File: config.mk
export PLATFORM = sky130hd
export DESIGN_NAME = calc_core_pipe
export DESIGN_NICKNAME = d
export VERILOG_FILES = /design/src/rtl/calc_pkg.sv /design/src/rtl/calc_bin2bcd.sv /design/src/rtl/calc_core_pipe.sv
export SDC_FILE = /design/constraint.sdc
export NUM_CORES = 2
export LEC_CHECK = 0
export CORE_MARGIN = 2
export CORE_UTILIZATION = 65
export DETAILED_ROUTE_END_ITERATION = 7
export PLACE_DENSITY = 0.84
export SLEW_MARGIN = 20
export SYNTH_ARGS = -nofsm -noshare
export SYNTH_HDL_FRONTEND = slang
export SYNTH_SLANG_ARGS = --single-unit
File: constraint.sdc
create_clock -name CLK -period 19.8 [get_ports CLK]
set_input_delay 3.96 -clock CLK [delete_from_list [all_inputs] [get_ports CLK]]
set_output_delay 3.96 -clock CLK [all_outputs]
set_load 0.03 [all_outputs]
File: src/rtl/calc_pkg.sv
// Shared key codes, display glyphs, state/op encodings and helpers for the keypad calculator core.
package calc_pkg;

    localparam logic [4:0] KEY_ADD = 5'h0A;
    localparam logic [4:0] KEY_SUB = 5'h0B;
    localparam logic [4:0] KEY_MUL = 5'h0C;
    localparam logic [4:0] KEY_DIV = 5'h0D;
    localparam logic [4:0] KEY_CLR = 5'h0E;
    localparam logic [4:0] KEY_EQ  = 5'h0F;

    localparam logic [3:0] GLYPH_NEG = 4'hF;
    localparam logic [3:0] GLYPH_E   = 4'hE;
    localparam logic [3:0] GLYPH_D   = 4'hD;

    // Wide enough to hold 10^DIGITS next to a doubled operand width for DIGITS up to 32.
    localparam int POW_BITS = 256;

    typedef enum logic [2:0] {
        ST_ENTRY,
        ST_COMPUTE,
        ST_CONVERT,
        ST_FORMAT,
        ST_ERROR
    } state_t;

    typedef enum logic [2:0] {
        OP_NONE,
        OP_ADD,
        OP_SUB,
        OP_MUL,
        OP_DIV
    } op_t;

    function automatic logic [POW_BITS-1:0] pow10(input int n);
        logic [POW_BITS-1:0] p;
        p = POW_BITS'(1);
        for (int i = 0; i < n; i++) begin
            p = p * POW_BITS'(10);
        end
        return p;
    endfunction

    function automatic op_t keyToOp(input logic [4:0] code);
        op_t o;
        o = OP_NONE;
        case (code)
            KEY_ADD: o = OP_ADD;
            KEY_SUB: o = OP_SUB;
            KEY_MUL: o = OP_MUL;
            KEY_DIV: o = OP_DIV;
            default: o = OP_NONE;
        endcase
        return o;
    endfunction

endpackage

File: src/rtl/calc_bin2bcd.sv
// Iterative double-dabble converter: one shift per clock, W clocks from start to final BCD.
module calc_bin2bcd #(
    parameter int DIGITS = 8
) (
    input  logic                  CLK,
    input  logic                  RST_N,
    input  logic                  clr,
    input  logic                  start,
    input  logic [4*DIGITS-1:0]   bin,
    output logic                  done,
    output logic [4*DIGITS-1:0]   bcd
);

    localparam int W  = 4 * DIGITS;
    localparam int CW = $clog2(W + 1);

    logic [W-1:0]   r_bin;
    logic [W-1:0]   r_bcd;
    logic [CW-1:0]  r_cnt;
    logic [W-1:0]   w_adj;
    logic [2*W-1:0] w_step;

    // Add-3 correction on every nibble of 5 or more before the shift.
    always_comb begin
        w_adj = r_bcd;
        for (int i = 0; i < DIGITS; i++) begin
            if (r_bcd[4*i +: 4] >= 4'd5) begin
                w_adj[4*i +: 4] = r_bcd[4*i +: 4] + 4'd3;
            end
        end
    end

    assign w_step = {w_adj, r_bin} << 1;

    always_ff @(posedge CLK or negedge RST_N) begin
        if (!RST_N) begin
            r_bin <= '0;
            r_bcd <= '0;
            r_cnt <= '0;
        end else if (clr) begin
            r_bin <= '0;
            r_bcd <= '0;
            r_cnt <= '0;
        end else if (start) begin
            r_bin <= bin;
            r_bcd <= '0;
            r_cnt <= CW'(W);
        end else if (r_cnt != '0) begin
            r_bcd <= w_step[2*W-1:W];
            r_bin <= w_step[W-1:0];
            r_cnt <= r_cnt - CW'(1);
        end
    end

    // Flags the cycle whose edge performs the final shift, so bcd is complete on the next cycle.
    assign done = (r_cnt == CW'(1));
    assign bcd  = r_bcd;

endmodule

File: src/rtl/calc_core_pipe.sv
// Keypad calculator core: BCD entry display, multi-cycle + - * / with overflow and sign handling.
module calc_core_pipe
    import calc_pkg::*;
#(
    parameter int DIGITS = 8
) (
    input  logic                 CLK,
    input  logic                 RST_N,
    input  logic                 key_valid,
    input  logic [4:0]           key_code,
    output logic [4*DIGITS-1:0]  dataout,
    output logic                 busy,
    output logic                 err
);

    localparam int W  = 4 * DIGITS;
    localparam int CW = $clog2(W + 1);
    localparam int NW = $clog2(DIGITS + 1);

    localparam logic [POW_BITS-1:0] POW_FULL = pow10(DIGITS);
    localparam logic [POW_BITS-1:0] POW_SIGN = pow10(DIGITS - 1);
    localparam logic [2*W-1:0]      LIM_POS  = POW_FULL[2*W-1:0];
    localparam logic [2*W-1:0]      LIM_NEG  = POW_SIGN[2*W-1:0];
    localparam logic [W-1:0]        ERR_DISP = {{(W-12){1'b0}}, GLYPH_E, GLYPH_D, GLYPH_D};

    state_t         r_state;
    op_t            r_op;
    logic [W-1:0]   r_entry;
    logic [W-1:0]   r_acc;
    logic [W-1:0]   r_mag;
    logic           r_neg;
    logic [NW-1:0]  r_ndig;
    logic           r_fresh;
    logic [W-1:0]   r_dataout;
    logic           r_busy;
    logic           r_err;
    logic [W-1:0]   r_divRem;
    logic [W-1:0]   r_divQuo;
    logic [CW-1:0]  r_divCnt;

    logic           w_keyClr;
    logic           w_isDigit;
    logic           w_isOp;
    logic [W:0]     w_remShift;
    logic [W:0]     w_remDiff;
    logic           w_borrow;
    logic [W-1:0]   w_remNext;
    logic [W-1:0]   w_quoNext;
    logic [2*W-1:0] w_fullMag;
    logic           w_negNext;
    logic           w_doneNow;
    logic           w_divZero;
    logic           w_overflow;
    logic           w_convStart;
    logic           w_convDone;
    logic [W-1:0]   w_bcd;
    logic [W-1:0]   w_fmt;
    int             w_msd;

    assign w_keyClr  = key_valid && (key_code == KEY_CLR);
    assign w_isDigit = (key_code < 5'h0A);
    assign w_isOp    = (key_code >= KEY_ADD) && (key_code <= KEY_DIV);

    // Restoring divide step; the remainder is always below the divisor so it fits in W bits.
    assign w_remShift = {r_divRem, r_divQuo[W-1]};
    assign w_remDiff  = w_remShift - {1'b0, r_entry};
    assign w_borrow   = w_remDiff[W];
    assign w_remNext  = w_borrow ? w_remShift[W-1:0] : w_remDiff[W-1:0];
    assign w_quoNext  = {r_divQuo[W-2:0], ~w_borrow};

    always_comb begin
        w_fullMag = '0;
        w_negNext = 1'b0;
        w_doneNow = 1'b0;
        unique case (r_op)
            OP_ADD: begin
                w_fullMag = (2*W)'(r_acc) + (2*W)'(r_entry);
                w_doneNow = 1'b1;
            end
            OP_SUB: begin
                if (r_acc >= r_entry) begin
                    w_fullMag = (2*W)'(r_acc - r_entry);
                end else begin
                    w_fullMag = (2*W)'(r_entry - r_acc);
                    w_negNext = 1'b1;
                end
                w_doneNow = 1'b1;
            end
            OP_MUL: begin
                w_fullMag = (2*W)'(r_acc) * (2*W)'(r_entry);
                w_doneNow = 1'b1;
            end
            OP_DIV: begin
                w_fullMag = (2*W)'(w_quoNext);
                w_doneNow = (r_divCnt == CW'(1));
            end
            default: begin
                w_fullMag = (2*W)'(r_entry);
                w_doneNow = 1'b1;
            end
        endcase
    end

    // A negative result needs one spare digit for the sign glyph.
    assign w_divZero   = (r_op == OP_DIV) && (r_entry == '0);
    assign w_overflow  = (w_fullMag >= LIM_POS) || (w_negNext && (w_fullMag >= LIM_NEG));
    assign w_convStart = (r_state == ST_COMPUTE) && w_doneNow && !w_divZero && !w_overflow
                         && !w_keyClr;

    calc_bin2bcd #(
        .DIGITS (DIGITS)
    ) u_bin2bcd (
        .CLK   (CLK),
        .RST_N (RST_N),
        .clr   (w_keyClr),
        .start (w_convStart),
        .bin   (w_fullMag[W-1:0]),
        .done  (w_convDone),
        .bcd   (w_bcd)
    );

    always_comb begin
        w_fmt = w_bcd;
        w_msd = 0;
        for (int i = 0; i < DIGITS; i++) begin
            if (w_bcd[4*i +: 4] != 4'h0) begin
                w_msd = i;
            end
        end
        if (r_neg && (w_msd < DIGITS - 1)) begin
            w_fmt[4*(w_msd+1) +: 4] = GLYPH_NEG;
        end
    end

    always_ff @(posedge CLK or negedge RST_N) begin
        if (!RST_N) begin
            r_state   <= ST_ENTRY;
            r_op      <= OP_NONE;
            r_entry   <= '0;
            r_acc     <= '0;
            r_mag     <= '0;
            r_neg     <= 1'b0;
            r_ndig    <= '0;
            r_fresh   <= 1'b0;
            r_dataout <= '0;
            r_busy    <= 1'b0;
            r_err     <= 1'b0;
            r_divRem  <= '0;
            r_divQuo  <= '0;
            r_divCnt  <= '0;
        end else if (w_keyClr) begin
            r_state   <= ST_ENTRY;
            r_op      <= OP_NONE;
            r_entry   <= '0;
            r_acc     <= '0;
            r_mag     <= '0;
            r_neg     <= 1'b0;
            r_ndig    <= '0;
            r_fresh   <= 1'b0;
            r_dataout <= '0;
            r_busy    <= 1'b0;
            r_err     <= 1'b0;
            r_divRem  <= '0;
            r_divQuo  <= '0;
            r_divCnt  <= '0;
        end else begin
            unique case (r_state)
                ST_ENTRY: begin
                    if (key_valid) begin
                        if (w_isDigit) begin
                            if (r_fresh) begin
                                r_dataout <= {{(W-4){1'b0}}, key_code[3:0]};
                                r_entry   <= W'(key_code[3:0]);
                                r_ndig    <= NW'(1);
                                r_fresh   <= 1'b0;
                            end else if (r_ndig < NW'(DIGITS)) begin
                                r_dataout <= {r_dataout[W-5:0], key_code[3:0]};
                                r_entry   <= (r_entry << 3) + (r_entry << 1) + W'(key_code[3:0]);
                                r_ndig    <= r_ndig + NW'(1);
                            end
                        end else if (w_isOp) begin
                            // Right after a result with nothing typed, acc already holds that result.
                            if (!r_fresh) begin
                                r_acc <= r_entry;
                            end
                            r_op      <= keyToOp(key_code);
                            r_entry   <= '0;
                            r_ndig    <= '0;
                            r_dataout <= '0;
                            r_fresh   <= 1'b0;
                        end else if (key_code == KEY_EQ) begin
                            r_state  <= ST_COMPUTE;
                            r_busy   <= 1'b1;
                            r_fresh  <= 1'b0;
                            r_divRem <= '0;
                            r_divQuo <= r_acc;
                            r_divCnt <= CW'(W);
                        end
                    end
                end
                ST_COMPUTE: begin
                    if (w_divZero || (w_doneNow && w_overflow)) begin
                        r_state   <= ST_ERROR;
                        r_dataout <= ERR_DISP;
                        r_err     <= 1'b1;
                        r_busy    <= 1'b0;
                    end else if (w_doneNow) begin
                        r_mag   <= w_fullMag[W-1:0];
                        r_neg   <= w_negNext;
                        r_state <= ST_CONVERT;
                    end else begin
                        r_divRem <= w_remNext;
                        r_divQuo <= w_quoNext;
                        r_divCnt <= r_divCnt - CW'(1);
                    end
                end
                ST_CONVERT: begin
                    if (w_convDone) begin
                        r_state <= ST_FORMAT;
                    end
                end
                ST_FORMAT: begin
                    // Only the magnitude is chained; the sign lives on the display alone.
                    r_dataout <= w_fmt;
                    r_acc     <= r_mag;
                    r_fresh   <= 1'b1;
                    r_op      <= OP_NONE;
                    r_ndig    <= '0;
                    r_busy    <= 1'b0;
                    r_state   <= ST_ENTRY;
                end
                ST_ERROR: begin
                    r_state <= ST_ERROR;
                end
                default: begin
                    r_state <= ST_ENTRY;
                end
            endcase
        end
    end

    assign dataout = r_dataout;
    assign busy    = r_busy;
    assign err     = r_err;

endmodule

After elaboration in Yosys (flattened, before gate mapping) --
Index checks and enable logic that the tools add are counted.
Cells by class: equality and inequality tests 32, $add $sub $neg 19, reduce and logical (&&, ||, !) cells 46, shift-type cells 2, mux-type cells 122, order comparisons 16, multipliers 1, bitwise operators 1
Operators with widths (count):
- 32-bit two-way mux | 50
- 64-bit one-hot mux with 4 select lines | 1
- 32-bit one-hot mux with 2 select lines | 3
- 32-bit one-hot mux with 3 select lines | 1
- 32-bit by 32-bit subtractor with 33-bit output | 2
- 64-bit by 24-bit >= comparator with 1-bit output, second input constant | 1
- 64-bit by 27-bit >= comparator with 1-bit output, second input constant | 1
- 32-bit by 32-bit multiplier with 64-bit output | 1
- 64-bit two-way mux | 1
- 6-bit two-way mux | 10
- 4-bit two-way mux | 13
- 3-bit two-way mux | 13
- 32-bit by 32-bit adder with 33-bit output | 1
- 32-bit negator with 33-bit output | 1
- 4-bit by 33-bit variable shift with 32-bit output, first input constant | 1
- 4-bit by 33-bit variable part select with 32-bit output, first input constant | 1
- 33-bit by 32-bit subtractor with 33-bit output | 1
- 32-bit adder | 1
- 32-bit by 4-bit adder with 32-bit output | 1
- 32-bit bitwise mux | 1
- 32-bit >= comparator | 1
- 4-bit by 3-bit >= comparator with 1-bit output, second input constant | 8
- 32-bit logical NOT | 1
- 32-bit by 4-bit < comparator with 1-bit output, second input constant | 1
- other kinds (42) | 123
Word-level totals: register bits after elaboration 282, logic and storage cells 256, input port bits 8, output and inout port bits 34

Logic depth before layout (Yosys ltp) --
depth in word-level cells 15, depth in mapped cells 38, gate-level depth less buffers 34

By module --
A second synthesis with hierarchy kept.
Second synthesis, totals: cells, all modules 6639, area, all modules 55786.0 µm²
Modules (own cells, without submodules):
- calc_core_pipe | area each 51598.2 µm², instances 1, seq. area each 5305.1 µm², cells each 6145
- calc_bin2bcd | area each 4187.8 µm², instances 1, seq. area each 1751.7 µm², cells each 494

Worst setup path after synthesis --
OpenSTA, ideal clock, no wires.
path kind register to register, from register r_entry[7], to register r_dataout[12], in the netlist dataout[12], slack 10.299 ns, data required time 19.675 ns, setup time 0.125 ns, clock period less this slack 9.501 ns, buffers on the path 4, cell stages (with the launch flop) 35, arrival 9.376 ns, path through dfrtp_1 > clkbuf_1 > clkinv_1 > buf_1 > nor2_1 > fa_1 > fa_1 > fa_1 > inv_1 > fa_1 > inv_1 > fa_1 > fa_1 > fa_1 > inv_1 > fa_1 > inv_1 > ha_1 > clkbuf_1 > a21oi_1 > a21oi_1 > o21ai_0 > a21oi_1 > or3_1 > a211oi_1 > xnor2_1 > nor4_1 > o2111ai_1 > nor4b_2 > nand4_1 > or4_4 > a211oi_4 > o21ai_4 > buf_6 > mux2_4
Between the ends: cells in the longest elaborated chain, start to end 10, elaborated cells between the ends (all ways) 21, those cells by class 4 x add/sub; 1 x mul; 3 x order compare; 1 x eq/ne; 4 x mux; 1 x bitwise; 7 x reduce/logical
Ends and longest elaborated chain:
- start: declaration | RTL line calc_core_pipe.sv:28 | logic [W-1:0] r_entry;
- start signal: assignment | RTL line calc_core_pipe.sv:173 | r_entry <= W'(key_code[3:0]);
- start signal: assignment | RTL line calc_core_pipe.sv:178 | r_entry <= (r_entry << 3) + (r_entry << 1) + W'(key_code[3:0]);
- branches (longest 7 deep; another with 32-bit by 32-bit multiplier with 64-bit output)
- 1-bit logical OR * | RTL line calc_core_pipe.sv:202 | if (w_divZero || (w_doneNow && w_overflow)) begin
- 3-bit by 2-bit inequality test with 1-bit output (no source line) *
- 5-bit AND reduction (no source line) *
- end signal: assignment | RTL line calc_core_pipe.sv:172 | r_dataout <= {{(W-4){1'b0}}, key_code[3:0]};
- end signal: assignment | RTL line calc_core_pipe.sv:177 | r_dataout <= {r_dataout[W-5:0], key_code[3:0]};
- end signal: assignment | RTL line calc_core_pipe.sv:224 | r_dataout <= w_fmt;
- end: declaration | RTL line calc_core_pipe.sv:34 | logic [W-1:0] r_dataout;
Mark *: on every way between the ends. A chain may end at the register's enable or synchronous reset.

Worst setup path after layout --
from register r_entry[7], to register u_bin2bcd.r_bcd[17], in the netlist u_bin2bcd.bcd[17]
Between the ends: cells in the longest elaborated chain, start to end 11, elaborated cells between the ends (all ways) 25, those cells by class 4 x add/sub; 1 x mul; 3 x order compare; 6 x mux; 1 x bitwise; 10 x reduce/logical
Ends and longest elaborated chain:
- branches (longest 7 deep; another with 32-bit by 32-bit multiplier with 64-bit output)
- 1-bit logical AND * | RTL line calc_core_pipe.sv:107 | assign w_convStart = (r_state == ST_COMPUTE) && w_doneNow && !w_divZero && !w_overflow
- 1-bit logical AND * | RTL line calc_core_pipe.sv:108 | && !w_keyClr;
- 32-bit two-way mux | RTL line calc_bin2bcd.sv:44 | end else if (start) begin
- 32-bit two-way mux | RTL line calc_bin2bcd.sv:40 | end else if (clr) begin
- end signal: assignment | RTL line calc_bin2bcd.sv:49 | r_bcd <= w_step[2*W-1:W];
- end: declaration | RTL line calc_bin2bcd.sv:18 | logic [W-1:0] r_bcd;
Marked as above.

==> run_results.csv <==
group,metric,value,unit
worst_hold_path,worst_hold_path.num_cells,1,
routing,metal1_wirelength,75830,um
power,cellInternalPower,0.003908,W
routing,routed_wl,208400,um
grt,grt_max_degree,167,
routing,detailedRoute.firstPassIterationCount,8,
setup_path,crit_path_max_fanout,49,
setup_path,timing.critical_path.mode_cell,"sky130_fd_sc_hd__fa_1",
floorplan,initial_core_util,65.74,%
setup_path,path_class,"reg2reg",
routing,drt-vias-per-instance,6.516,
yosys,synth_enable_flop_cells,0,
cts,cts_max_level,1,
setup_path,worst_r2r_startpoint,"r_entry[7]$_DFFE_PN0P_",
power,pwr-share-clk,6.4,%
placed_design,place.detailed.hpwl,156200,um
setup_path,endpoint_kind,"flop",
power,switchingPower,0.006102,W
sta,grt_setup_unrepaired,"no",
cts,cts_tree,"yes",
cts,numClockSinks,282,
grt,globalRoute.totalOverflow,0,
yosys,post_synth_main_area_contributors,"sky130_fd_sc_hd__fa_1, sky130_fd_sc_hd__dfrtp_1, sky130_fd_sc_hd__ha_1",
finish,nFillCells,6840,
routing,detailroute.wirelength.met3,27550,um
yosys,most_common_library_cells_after_synthesis,"sky130_fd_sc_hd__inv_1, sky130_fd_sc_hd__nand2_1, sky130_fd_sc_hd__fa_1, sky130_fd_sc_hd__nor2_1, sky130_fd_sc_hd__ha_1",
placed_design,port_buffers,41,
grt,antenna_found_initial,7,
setup_path,startpoint_class,"flop",
setup_path,r2r_slack,7.44,ns
yosys,post_synth_instance_area,56150,um2
routing,met2_length,89320,um
cts,post_cts.repair.setup_buffers,0,
setup_path,worst_r2r_endpoint,"u_bin2bcd.bcd[17]$_DFFE_PN0P_",
placed_design,place_congestion,1.030,
setup_path,reg2reg_depth,30,
floorplan,dieArea,88750,um2
power,leakagePower,29.20,nW
cts,cts_made_buffers,30,
sta,max_freq,0.08093,GHz
sta,worst_pin_slew,1.178,ns
power,seq_power_share,10.2,%
power,pwr-share-comb,83.4,%
routing,avgRoutedWirePerCell,26.69,um
cts,max-clock-path-buffers,3,
routing,top_layer_used,"met5",
grt,grt_pass1_wl,315200,um
sta,drv_slew,0,
yosys,synth-seq-cells,282,
cts,cts.reportedPaths.clkPinSlew,0.07,ns
sta,finalHoldViolCount,0,
power,cellPowerDensity,170.3,nW/um2
finish,final_layout_size_suffix_gt1_share,4.541,%
yosys,netlist_instances,6800,
cts,ctsResizeCount,0,
sta,period_share,62.41,%
worst_hold_path,min_path_type,"reg2reg",
power,ir_drop,0.0002127,V
grt,gr-usage-all-layers,47.18,%
setup_path,cp_top_family,"adder cells",
yosys,ys.flop_type,"sky130_fd_sc_hd__dfrtp_1",
floorplan,design.core.area,85410,um2
yosys,post-synth-top-count-cell,"sky130_fd_sc_hd__inv_1",
worst_hold_path,whs_endpoint,"r_ndig[2]$_DFFE_PN0P_",
sta,timing.setup.tns,0,ns
yosys,post-synth-top-area-cell,"sky130_fd_sc_hd__fa_1",
setup_path,worst-path-buf-inv,7,
yosys,synth_cell_type_count,93,
cts,hold_buffers,0,
finish,area_growth,4.677,%
sta,maxSlewHeadroom,21.37,%
yosys,yosysWarnings,0,
cts,cts-root-buf,"sky130_fd_sc_hd__clkbuf_16",
sta,clock_skew,0.05232,ns
floorplan,boundaryPins,42,
job,max-cap-violations,0,
sta,setup-violations-final,0,
outcome,failed_checks,"design-rule violations",
finish,design_area_final,58770,um2
yosys,synth_top_area_share,32.16,%
placed_design,placement.cell_area,57620,um2
power,power_switching_share,60.96,%
setup_path,worstPathRequired,20.28,ns
worst_hold_path,hold_path.startpoint,"r_ndig[2]$_DFFE_PN0P_",
setup_path,slowest_cell_on_the_critical_path,"sky130_fd_sc_hd__o21ai_4",
routing,route.detailed.drc,8,
grt,first_global_vias,51150,
floorplan,die_width,297.9,um
floorplan,die_h,297.9,um
routing,dr.first_iter.drc_count,6228,
yosys,synthArstFlopShare,100.0,%
cts,clock_latency_reported_for_the_late_side_of_the_worst_skew_pair,0.65,ns
finish,layout.nets,8014,
yosys,seq_area_frac_synth,12.57,%
setup_path,worst-endpoint-arrival,12.83,ns
floorplan,standard_cell_rows,107,
yosys,syn_nets,8187,
outcome,status,"finished, violations left",
sta,period_needed,12.36,ns
routing,via_total_after_detailed_routing,50864,
routing,ant_nets,0,
yosys,syn_area_per_cell,8.257,um2
setup_path,cp_slowest_stage_delay,0.91,ns
layout make-up:
cell class	count	area [um2]	area share, %
Tap cell	1144	1431	2.435
Multi-Input combinational cell	5012	43450	73.93
Antenna cell	12	30.03	0.05109
Clock buffer	37	817.0	1.390
Clock inverter	18	270.3	0.4598
Sequential cell	282	7057	12.01
Timing Repair Buffer	184	1521	2.589
Inverter	1117	4193	7.134
metrics by stage:
step	setup slack [ns]	power [W]	instances	utilization, %	hold slack [ns]
after detailed placement	7.632	0.009016	7738	67.46	0.4869
final	7.444	0.01001	7806	68.81	0.4954
after CTS	7.666	0.009707	7793	68.73	0.4971
after floorplan	10.30	0.006457	6800	-	0.4501
after global placement	7.865	0.008819	7738	67.45	0.4721
after global routing	7.105	0.01072	7797	68.78	0.5170
cell usage in the layout (no fill, tap or decap), types with 63 or more instances in the layout:
cell,count
sky130_fd_sc_hd__nand3_1,90
sky130_fd_sc_hd__ha_1,477
sky130_fd_sc_hd__xnor2_1,98
sky130_fd_sc_hd__o21ai_0,332
sky130_fd_sc_hd__dfrtp_1,282
sky130_fd_sc_hd__a21o_1,81
sky130_fd_sc_hd__nand2_1,925
sky130_fd_sc_hd__nor2_1,769
sky130_fd_sc_hd__buf_4,141
sky130_fd_sc_hd__fa_1,902
sky130_fd_sc_hd__inv_1,1094
sky130_fd_sc_hd__mux2i_1,91
sky130_fd_sc_hd__nor3_1,63
sky130_fd_sc_hd__a21oi_1,376
layer usage:
layer	up-vias	GRT usage [%]
li1	21405	-
met1	24976	61.87
met2	3572	70.03
met3	909	13.47
met4	2	27.77
met5	-	0
logic make-up (layout without fill, tap and decap cells):
family / after synthesis / count (layout) / share of synthesized area [%]
muxes: 125 / 125 / 2.438
buffers and inverters: 1506 / 1356 / 10.21
and+or+nand+nor: 2142 / 2142 / 16.14
xor gates and xnor gates: 131 / 131 / 2.043
adders and majority gates: 1379 / 1379 / 42.79
AOI/OAI and AO/OA: 1235 / 1235 / 13.81
DFF: 282 / 282 / 12.57
other: 0 / 12 / 0
state kept, by name, summed over array words and instances, names as in the netlist:
signal / flops
err: 1
r_divRem: 32
r_fresh: 1
r_state: 3
r_ndig: 4
r_op: 3
r_mag: 32
r_divQuo: 32
u_bin2bcd.r_cnt: 6
r_acc: 32
r_neg: 1
busy: 1
dataout: 32
r_divCnt: 6
r_entry: 32
u_bin2bcd.bcd: 32
u_bin2bcd.r_bin: 32
worst register-to-register path: cells and delay by family, from the launching register on:
kind            cells  cell delay (ns)
simple gates        8             2.77
flops               1             0.33
compound gates      6             2.83
buf+inv             7             1.69
fa+ha+maj           9             4.61
power groups by stage:
stage	combinational [W]	sequential (W)	clock [W]
2_1_floorplan	0.00545	0.00100	0
4_1_cts	0.00806	0.00101	0.000641
5_1_grt	0.00902	0.00104	0.000662
6_report	0.00834	0.00102	0.000643
3_3_place_gp	0.00781	0.00101	0
3_5_place_dp	0.00800	0.00102	0
how the worst max path moves through the flow:
stage,startpoint,to,depth (start not counted)
2_1_floorplan,r_entry[7]$_DFFE_PN0P_,dataout[12]$_DFFE_PN0P_,34
3_3_place_gp,r_entry[7]$_DFFE_PN0P_,u_bin2bcd.r_cnt[3]$_DFFE_PN0P_,34
3_5_place_dp,r_entry[7]$_DFFE_PN0P_,u_bin2bcd.bcd[17]$_DFFE_PN0P_,30
4_1_cts,r_entry[7]$_DFFE_PN0P_,u_bin2bcd.bcd[17]$_DFFE_PN0P_,30
5_1_grt,r_entry[7]$_DFFE_PN0P_,u_bin2bcd.bcd[17]$_DFFE_PN0P_,34
6_report,r_entry[7]$_DFFE_PN0P_,u_bin2bcd.bcd[17]$_DFFE_PN0P_,30
(Power assumes the default switching activity.)
